**src/rtl/lcd_sync_gen_if.sv**
```systemverilog
// Bundle of panel-side timing outputs produced by lcd_sync_gen.
//   master : driven by the timing generator
//   slave  : consumed by pixel-source / framebuffer logic
// Signals:
//   GREST       panel global reset, active-low
//   HD / VD     horizontal / vertical sync
//   DEN         data enable, high in the active area
//   Columna     active-area column (0 outside the active area)
//   Fila        active-area row (0 outside the active area)
//   PIX_TICK    one-clock strobe at the start of each pixel period
//   LINE_START  one-clock strobe at the start of each line
//   FRAME_START one-clock strobe at the start of each frame
//   FRAME_CNT   completed-frame count, wraps modulo 2^16
interface lcd_sync_gen_if #(
   parameter int unsigned COL_W = 11,
   parameter int unsigned ROW_W = 10
) ();
   logic             GREST;
   logic             HD;
   logic             VD;
   logic             DEN;
   logic [COL_W-1:0] Columna;
   logic [ROW_W-1:0] Fila;
   logic             PIX_TICK;
   logic             LINE_START;
   logic             FRAME_START;
   logic [15:0]      FRAME_CNT;

   modport master (
      output GREST, HD, VD, DEN, Columna, Fila, PIX_TICK, LINE_START, FRAME_START, FRAME_CNT
   );

   modport slave (
      input GREST, HD, VD, DEN, Columna, Fila, PIX_TICK, LINE_START, FRAME_START, FRAME_CNT
   );
endinterface

```
**src/rtl/lcd_sync_gen.sv**
```systemverilog
// Parametrised parallel-RGB LCD timing generator.
// Ports:
//   CLK  system clock, rising edge
//   RST  synchronous reset, active-high
//   lcd  lcd_sync_gen_if master: GREST, HD, VD, DEN, Columna, Fila,
//        PIX_TICK, LINE_START, FRAME_START, FRAME_CNT (all registered)
// A pixel-clock divider d steps the horizontal counter h once every CLK_DIV
// clocks; h wraps into the vertical counter v. Outputs are decoded from the
// current (d, h, v) and registered, so they trail the counters by one clock.
module lcd_sync_gen #(
   parameter int unsigned H_ACTIVE   = 800,
   parameter int unsigned H_FP       = 210,
   parameter int unsigned H_SYNC     = 1,
   parameter int unsigned H_BP       = 45,
   parameter int unsigned V_ACTIVE   = 480,
   parameter int unsigned V_FP       = 22,
   parameter int unsigned V_SYNC     = 1,
   parameter int unsigned V_BP       = 22,
   parameter int unsigned HS_ACT_LOW = 1,
   parameter int unsigned VS_ACT_LOW = 1,
   parameter int unsigned CLK_DIV    = 1,
   parameter int unsigned COL_W      = 11,
   parameter int unsigned ROW_W      = 10
) (
   input  logic           CLK,
   input  logic           RST,
   lcd_sync_gen_if.master lcd
);

   localparam int unsigned HTotal = H_SYNC + H_BP + H_ACTIVE + H_FP;
   localparam int unsigned VTotal = V_SYNC + V_BP + V_ACTIVE + V_FP;
   localparam int unsigned DivW   = (CLK_DIV > 1) ? $clog2(CLK_DIV) : 1;

   if (longint'(HTotal) - 1 >= (longint'(1) << COL_W)) begin : g_bad_col_w
      $error("lcd_sync_gen: H_TOTAL-1 does not fit in COL_W bits");
   end
   if (longint'(VTotal) - 1 >= (longint'(1) << ROW_W)) begin : g_bad_row_w
      $error("lcd_sync_gen: V_TOTAL-1 does not fit in ROW_W bits");
   end
   if (CLK_DIV < 1) begin : g_bad_div
      $error("lcd_sync_gen: CLK_DIV must be at least 1");
   end

   localparam logic [DivW-1:0]  DLast    = DivW'(CLK_DIV - 1);
   localparam logic [COL_W-1:0] HLast    = COL_W'(HTotal - 1);
   localparam logic [COL_W-1:0] HSyncEnd = COL_W'(H_SYNC);
   localparam logic [COL_W-1:0] HActLo   = COL_W'(H_SYNC + H_BP);
   localparam logic [COL_W-1:0] HActHi   = COL_W'(H_SYNC + H_BP + H_ACTIVE - 1);
   localparam logic [ROW_W-1:0] VLast    = ROW_W'(VTotal - 1);
   localparam logic [ROW_W-1:0] VSyncEnd = ROW_W'(V_SYNC);
   localparam logic [ROW_W-1:0] VActLo   = ROW_W'(V_SYNC + V_BP);
   localparam logic [ROW_W-1:0] VActHi   = ROW_W'(V_SYNC + V_BP + V_ACTIVE - 1);
   localparam logic             HdOn     = (HS_ACT_LOW != 0) ? 1'b0 : 1'b1;
   localparam logic             VdOn     = (VS_ACT_LOW != 0) ? 1'b0 : 1'b1;

   // Counters
   logic [DivW-1:0]  d_q, d_d;
   logic [COL_W-1:0] h_q, h_d;
   logic [ROW_W-1:0] v_q, v_d;
   // Frames completed by the counters; the visible FRAME_CNT trails this by
   // one clock so it changes together with FRAME_START.
   logic [15:0]      fcnt_q, fcnt_d;

   // Output registers
   logic             grest_q;
   logic             hd_q, hd_d;
   logic             vd_q, vd_d;
   logic             den_q, den_d;
   logic [COL_W-1:0] col_q, col_d;
   logic [ROW_W-1:0] row_q, row_d;
   logic             pix_q, pix_d;
   logic             ls_q, ls_d;
   logic             fs_q, fs_d;
   logic [15:0]      frame_q;

   logic tick;
   logic h_act, v_act;

   assign tick = (d_q == DLast);

   always_comb begin
      d_d    = d_q + DivW'(1);
      h_d    = h_q;
      v_d    = v_q;
      fcnt_d = fcnt_q;
      if (tick) begin
         d_d = '0;
         if (h_q == HLast) begin
            h_d = '0;
            if (v_q == VLast) begin
               v_d    = '0;
               fcnt_d = fcnt_q + 16'd1;
            end else begin
               v_d = v_q + ROW_W'(1);
            end
         end else begin
            h_d = h_q + COL_W'(1);
         end
      end
   end

   always_comb begin
      h_act = (h_q >= HActLo) && (h_q <= HActHi);
      v_act = (v_q >= VActLo) && (v_q <= VActHi);
      hd_d  = (h_q < HSyncEnd) ? HdOn : ~HdOn;
      vd_d  = (v_q < VSyncEnd) ? VdOn : ~VdOn;
      den_d = h_act && v_act;
      col_d = '0;
      row_d = '0;
      if (den_d) begin
         col_d = h_q - HActLo;
         row_d = v_q - VActLo;
      end
      // d == 0 marks the first clock of a pixel period.
      pix_d = (d_q == '0);
      ls_d  = pix_d && (h_q == '0);
      fs_d  = ls_d && (v_q == '0);
   end

   always_ff @(posedge CLK) begin
      if (RST) begin
         d_q     <= '0;
         h_q     <= '0;
         v_q     <= '0;
         fcnt_q  <= '0;
         grest_q <= 1'b0;
         hd_q    <= ~HdOn;
         vd_q    <= ~VdOn;
         den_q   <= 1'b0;
         col_q   <= '0;
         row_q   <= '0;
         pix_q   <= 1'b0;
         ls_q    <= 1'b0;
         fs_q    <= 1'b0;
         frame_q <= '0;
      end else begin
         d_q     <= d_d;
         h_q     <= h_d;
         v_q     <= v_d;
         fcnt_q  <= fcnt_d;
         grest_q <= 1'b1;
         hd_q    <= hd_d;
         vd_q    <= vd_d;
         den_q   <= den_d;
         col_q   <= col_d;
         row_q   <= row_d;
         pix_q   <= pix_d;
         ls_q    <= ls_d;
         fs_q    <= fs_d;
         frame_q <= fcnt_q;
      end
   end

   assign lcd.GREST       = grest_q;
   assign lcd.HD          = hd_q;
   assign lcd.VD          = vd_q;
   assign lcd.DEN         = den_q;
   assign lcd.Columna     = col_q;
   assign lcd.Fila        = row_q;
   assign lcd.PIX_TICK    = pix_q;
   assign lcd.LINE_START  = ls_q;
   assign lcd.FRAME_START = fs_q;
   assign lcd.FRAME_CNT   = frame_q;

endmodule

```
**src/flat_wrapper.sv**
```systemverilog
// flat-port wrapper written by rule: the top's interface ports become plain ports
module lcd_sync_gen_flat 
#(
   parameter int unsigned H_ACTIVE   = 800,
   parameter int unsigned H_FP       = 210,
   parameter int unsigned H_SYNC     = 1,
   parameter int unsigned H_BP       = 45,
   parameter int unsigned V_ACTIVE   = 480,
   parameter int unsigned V_FP       = 22,
   parameter int unsigned V_SYNC     = 1,
   parameter int unsigned V_BP       = 22,
   parameter int unsigned HS_ACT_LOW = 1,
   parameter int unsigned VS_ACT_LOW = 1,
   parameter int unsigned CLK_DIV    = 1,
   parameter int unsigned COL_W      = 11,
   parameter int unsigned ROW_W      = 10
)
  (CLK, RST, lcd_GREST, lcd_HD, lcd_VD, lcd_DEN, lcd_Columna, lcd_Fila, lcd_PIX_TICK, lcd_LINE_START, lcd_FRAME_START, lcd_FRAME_CNT);
  lcd_sync_gen_if #(.COL_W(COL_W), .ROW_W(ROW_W)) lcd_i ();
  input  logic CLK;
  input  logic RST;
  output wire logic [$bits(lcd_i.GREST)-1:0] lcd_GREST;
  output wire logic [$bits(lcd_i.HD)-1:0] lcd_HD;
  output wire logic [$bits(lcd_i.VD)-1:0] lcd_VD;
  output wire logic [$bits(lcd_i.DEN)-1:0] lcd_DEN;
  output wire logic [$bits(lcd_i.Columna)-1:0] lcd_Columna;
  output wire logic [$bits(lcd_i.Fila)-1:0] lcd_Fila;
  output wire logic [$bits(lcd_i.PIX_TICK)-1:0] lcd_PIX_TICK;
  output wire logic [$bits(lcd_i.LINE_START)-1:0] lcd_LINE_START;
  output wire logic [$bits(lcd_i.FRAME_START)-1:0] lcd_FRAME_START;
  output wire logic [$bits(lcd_i.FRAME_CNT)-1:0] lcd_FRAME_CNT;
  assign lcd_GREST = lcd_i.GREST;
  assign lcd_HD = lcd_i.HD;
  assign lcd_VD = lcd_i.VD;
  assign lcd_DEN = lcd_i.DEN;
  assign lcd_Columna = lcd_i.Columna;
  assign lcd_Fila = lcd_i.Fila;
  assign lcd_PIX_TICK = lcd_i.PIX_TICK;
  assign lcd_LINE_START = lcd_i.LINE_START;
  assign lcd_FRAME_START = lcd_i.FRAME_START;
  assign lcd_FRAME_CNT = lcd_i.FRAME_CNT;
  lcd_sync_gen #(.H_ACTIVE(H_ACTIVE), .H_FP(H_FP), .H_SYNC(H_SYNC), .H_BP(H_BP), .V_ACTIVE(V_ACTIVE), .V_FP(V_FP), .V_SYNC(V_SYNC), .V_BP(V_BP), .HS_ACT_LOW(HS_ACT_LOW), .VS_ACT_LOW(VS_ACT_LOW), .CLK_DIV(CLK_DIV), .COL_W(COL_W), .ROW_W(ROW_W)) u_core (.CLK(CLK), .RST(RST), .lcd(lcd_i));
endmodule
```
**config.mk**
```make
export PLATFORM = sky130hd
export DESIGN_NAME = lcd_sync_gen_flat
export DESIGN_NICKNAME = d
export VERILOG_FILES = /design/src/rtl/lcd_sync_gen_if.sv /design/src/rtl/lcd_sync_gen.sv /design/src/flat_wrapper.sv
export SDC_FILE = /design/constraint.sdc
export NUM_CORES = 1
export LEC_CHECK = 0
export CAP_MARGIN = 20
export CORE_ASPECT_RATIO = 0.6
export CORE_MARGIN = 8
export CORE_UTILIZATION = 48
export CTS_CLUSTER_DIAMETER = 200
export DETAILED_ROUTE_END_ITERATION = 8
export GPL_TIMING_DRIVEN = 0
export PLACE_DENSITY = 0.71
export SLEW_MARGIN = 20
export SYNTH_ARGS = -nofsm -noshare
export SYNTH_HDL_FRONTEND = slang
export SYNTH_SLANG_ARGS = --single-unit
```
**constraint.sdc**
```tcl
create_clock -name CLK -period 5.6 [get_ports CLK]
set_clock_uncertainty 0.15 [all_clocks]
set_input_delay 0.84 -clock CLK [delete_from_list [all_inputs] [get_ports CLK]]
set_output_delay 0.84 -clock CLK [all_outputs]
set_load 0.005 [all_outputs]
```
* Word-level counts from Yosys, hierarchy flattened
Index checks and enable logic that the tools add are counted.
Word-level totals: bits of input ports 2, memories 0, register bits 82, memory bits (writable) 0, bits in latches 0, logic and storage cells 46, memory bits (read-only) 0
Cells by class: div/mod/pow operators 0, multiply operators 0, add/sub/neg operators 6, reduce and logical (&&, ||, !) cells 11, magnitude comparators 6, bitwise operators 2, mux-type cells 5, eq/ne operators 2, shifts and indexed selects 0
Operators by type and width (number):
- 16-bit by 1-bit adder with 16-bit output (second input constant) | 1
- 11-bit by 1-bit adder with 11-bit output (second input constant) | 1
- 11-bit equality test (second input constant) | 1
- 11-bit by 6-bit >= comparator with 1-bit output (second input constant) | 1
- 11-bit by 10-bit <= comparator with 1-bit output (second input constant) | 1
- 11-bit logical NOT | 1
- 11-bit by 1-bit less-than comparator with 1-bit output (second input constant) | 1
- 11-bit two-way mux | 1
- 11-bit by 6-bit subtractor with 11-bit output (second input constant) | 1
- 10-bit by 1-bit adder with 10-bit output (second input constant) | 1
- 10-bit equality test (second input constant) | 1
- 10-bit by 5-bit >= comparator with 1-bit output (second input constant) | 1
- 10-bit by 9-bit <= comparator with 1-bit output (second input constant) | 1
- 10-bit logical NOT | 1
- 10-bit by 1-bit less-than comparator with 1-bit output (second input constant) | 1
- 10-bit two-way mux | 1
- 10-bit by 5-bit subtractor with 10-bit output (second input constant) | 1
- 1-bit logical AND | 5
- 2-bit OR reduction | 2
- 1-bit two-way mux | 3
- 3-bit AND reduction | 1
- 1-bit NOT | 2
- 2-bit AND reduction | 1
- 1-bit adder (second input constant) | 1

* Longest topological paths before layout
word-level depth 5, gate-level depth with buffers 8, gate-level depth less buffers 6

* Worst setup path after synthesis
OpenSTA, ideal clock, no wires.
path kind register to register, start point register u_core.h_q[1], end point register u_core.v_q[7], path slack 3.536 ns, arrival time 1.844 ns, buffers on the path 2, period minus slack after synthesis 2.064 ns, required time 5.380 ns, cell stages (with the launch flop) 8, setup time 0.070 ns, path through dfxtp_1 > ha_1 > and4b_1 > buf_2 > nand4_1 > buf_2 > or4_1 > a21oi_1
Between the ends: cells in the longest elaborated chain, start to end 2
RTL lines:
- from (decl) | RTL line lcd_sync_gen.sv:58 | logic [COL_W-1:0] h_q, h_d;
- from (signal assigned) | RTL line lcd_sync_gen.sv:123 | h_q <= '0;
- from (signal assigned) | RTL line lcd_sync_gen.sv:138 | h_q <= h_d;
- 11-bit equality test | RTL line lcd_sync_gen.sv:88 | if (h_q == HLast) begin
- 2-bit AND reduction (no source line)
- to (signal assigned) | RTL line lcd_sync_gen.sv:139 | v_q <= v_d;
- to (decl) | RTL line lcd_sync_gen.sv:59 | logic [ROW_W-1:0] v_q, v_d;
No other way between the ends. A chain may end at the register's enable or synchronous reset.

* Worst setup path in the final report
start point input RST, end point register u_core.col_q[5], in the netlist u_core.lcd.Columna[5]
Between the ends: cells in the longest elaborated chain, start to end 1
RTL lines:
- from (decl) | RTL line flat_wrapper.sv:21 | input logic RST;
- 2-bit OR reduction (no source line)
- to (signal assigned) | RTL line lcd_sync_gen.sv:145 | col_q <= col_d;
- to (decl) | RTL line lcd_sync_gen.sv:69 | logic [COL_W-1:0] col_q, col_d;
No other way between the ends.

==> out/qor.yml <==
routing:
  wl_met2_mm: 3.325
  wl_met3_um: 697
  postRouteWirelength_mm: 8.480
  drc: 0
  detail-route-antenna-nets: 0
  vias: 3091
  drtIter0Drc: 219
  drtPass1Iterations: 5
  top_layer: "met4"
  vias_per_cell: 5.610
  wire_per_inst_um: 15.39
  wl_met1_mm: 4.356
die:
  top_level_ports: 46
  core.rowCount: 24
  start_util: 0.4959
  die_h_um: 83.26
  die_area_mm2: 0.01066
  fp.dieW_um: 128.1
  core_mm2: 0.007297
finish:
  finalNetCount: 460
  antenna_cells: 0
  nFillCells: 663
  syn_to_final_growth_pct: 23.24
  seq_area_mm2: 0.001642
  multi_input_area_mm2: 0.001777
  fin_cells: 551
  drive_above_1_share: 0.08054
placement:
  placed_cells: 538
  portBuffers: 45
  place_congestion: 0.9167
  dp_hpwl_mm: 6.265
clocking:
  ctsRootBufferMaster: "clkbuf_16"
  cts_tree: "built"
  cts_buffers: 9
  path_clk_slew_ns: 0.05
  clk_path_buf_depth: 2
  cts_setup_buffers: 0
  cts-hold-fix-buffers: 0
  cts.sinks: 82
  htreeDepth: 3
  clock_latency_ns: 0.34
  cts_resized: 0
sta:
  period_minus_slack_ns: 2.559
  post-route-period-util: 0.4569
  fin_setup_tns_ns: 0
  setup_violations: 0
  fmax_mhz: 390.8
  rsz0062_at_grt: "no"
  tightest_slew_ns: 0.5417
  relSlewSlack: 0.6361
  hold_viol: 0
  slew_violations: 0
synthesis:
  ys_ff_latch: 82
  synth_seq_area_share: 0.4537
  synth.distinct_cells: 51
  ys_top_cells_by_area: "dfxtp_1, ha_1, xnor2_1"
  synth_edf_count: 0
  yosysMostFrequentCell: "dfxtp_1"
  synth_commonest_cells: "dfxtp_1, a21oi_1, nor4_1, xnor2_1, or4_1"
  yosys.area.top_type: "dfxtp_1"
  syn_area_per_cell_um2: 9.302
  async_flop_share: 0
  ys_warn_count: 0
  synth_top_flop_cell: "dfxtp_1"
  syn_inst: 389
  synth_top_area_frac: 0.4537
  syn_nets: 404
  netlist_area_mm2: 0.003618
critical_path:
  critPathCaptureType: "flop"
  crit_type: "in2reg"
  path_cells: "clkdlybuf4s50_1, clkbuf_1, nor2_1, o211ai_1, clkbuf_1, nor4_1"
  worstPathArrival_ns: 2.61
  required_ns: 5.65
  cp_max_fo: 10
  slowest_stage: "clkdlybuf4s50_1"
  cpPeakStageDelay_ns: 0.50
  cpMostUsedCell: "clkbuf_1"
  critPathLaunchType: "primary input"
power_and_ir_drop:
  p_leak_uw: 0.001532
  power-per-cell-area_mw_per_mm2: 256.7
  irDropWorstVdd_v: 0.0001481
global_route:
  grt_pass1_wl_mm: 13.90
  grt_max_degree: 12
  antenna_found_initial: 0
  grt_pass1_vias: 2756
  grtUsageTotal: 0.1642
  gr-total-overflow: 0
job:
  maxCapViolations: 0
worst_hold_path:
  hp-class: "reg2reg"
status:
  status: "completed"
placed cells by master (no fill, tap or decap), types with 6 or more instances in the layout:
| cell | n |
|---|---|
| buf_2 | 12 |
| nor2_1 | 15 |
| xnor2_1 | 18 |
| nor3_1 | 14 |
| nor4_1 | 18 |
| nand4_1 | 15 |
| clkbuf_16 | 9 |
| or3_1 | 6 |
| a21oi_1 | 27 |
| o21ai_0 | 9 |
| nor2b_1 | 16 |
| ha_1 | 13 |
| nand3_1 | 13 |
| or4_1 | 17 |
| clkdlybuf4s50_1 | 45 |
| nand2_1 | 16 |
| and3_1 | 6 |
| dfxtp_1 | 82 |
| inv_1 | 10 |
| clkbuf_1 | 16 |
| o31ai_1 | 16 |
routing by layer:
metal / GRT usage / vias up
li1: - / 1532
met1: 0.2290 / 1454
met2: 0.2122 / 96
met3: 0.07717 / 9
met4: 0.05472 / 0
met5: 0 / -
flip-flops by register name, indices dropped and copies added, names as in the netlist:
register	flops
u_core.fcnt_q	16
u_core.lcd.FRAME_CNT	16
u_core.h_q	11
u_core.lcd.Columna	11
u_core.lcd.Fila	10
u_core.v_q	10
u_core.d_q	1
u_core.lcd.DEN	1
u_core.lcd.FRAME_START	1
u_core.lcd.GREST	1
u_core.lcd.HD	1
u_core.lcd.LINE_START	1
u_core.lcd.PIX_TICK	1
u_core.lcd.VD	1
final cells by class:
class | instances | area share
multi-input cells | 263 | 0.3984
inverters | 11 | 0.009259
plain buffers | 33 | 0.03563
clock buffers | 13 | 0.05836
well taps | 104 | 0.02918
repair buffers | 45 | 0.1010
flip-flops and latches | 82 | 0.3681
path summary, 6_finish.rpt:
| path | cells after the start | start | to | slack [ns] |
|---|---|---|---|---|
| worst max-delay path | 6 | RST | u_core.lcd.Columna[5] | 3.04 |
| worst min-delay path | 2 | u_core.fcnt_q[15] | u_core.fcnt_q[15] | 0.34 |
| worst min register to register | 2 | u_core.fcnt_q[15] | u_core.fcnt_q[15] | 0.34 |
| worst max register to register | 7 | u_core.h_q[1] | u_core.fcnt_q[9] | 3.13 |
worst max-delay path, delay by kind of cell:
family,cells,cell delay (ns)
buffers and inverters,3,1.34
AO/OA/AOI/OAI,1,0.18
AND/OR/NAND/NOR,2,0.23
through the flow:
step	util	area [um^2]	hold slack (ns)	power, uW	worst slack [ns]
3_3_place_gp	0.5754	4199	0.3058	631.2	2.713
4_1_cts	0.6111	4459	0.3336	1157	3.047
2_1_floorplan	-	3618	0.2973	618.1	3.536
6_report	0.6111	4459	0.3364	1145	3.041
3_5_place_dp	0.5754	4199	0.3249	631.5	2.699
5_1_grt	0.6111	4459	0.3549	1187	2.907
logic make-up (layout without fill, tap and decap cells):
group	count (synthesis)	in the layout	synth area share
AND/OR/NAND/NOR	156	156	0.2652
flip-flops	82	82	0.4537
AO/OA/AOI/OAI	68	68	0.1183
buffers and inverters	44	102	0.05532
XOR/XNOR	23	23	0.05567
adder cells (fa/ha/maj)	13	13	0.04495
multiplexers	2	2	0.005878
other	1	1	0.001036
power by group:
group | internal (uW) | switching [uW]
registers | 588 | 3.64
logic | 11.3 | 15.7
clock network | 317 | 209
Power figures use the tool's default switching activity.
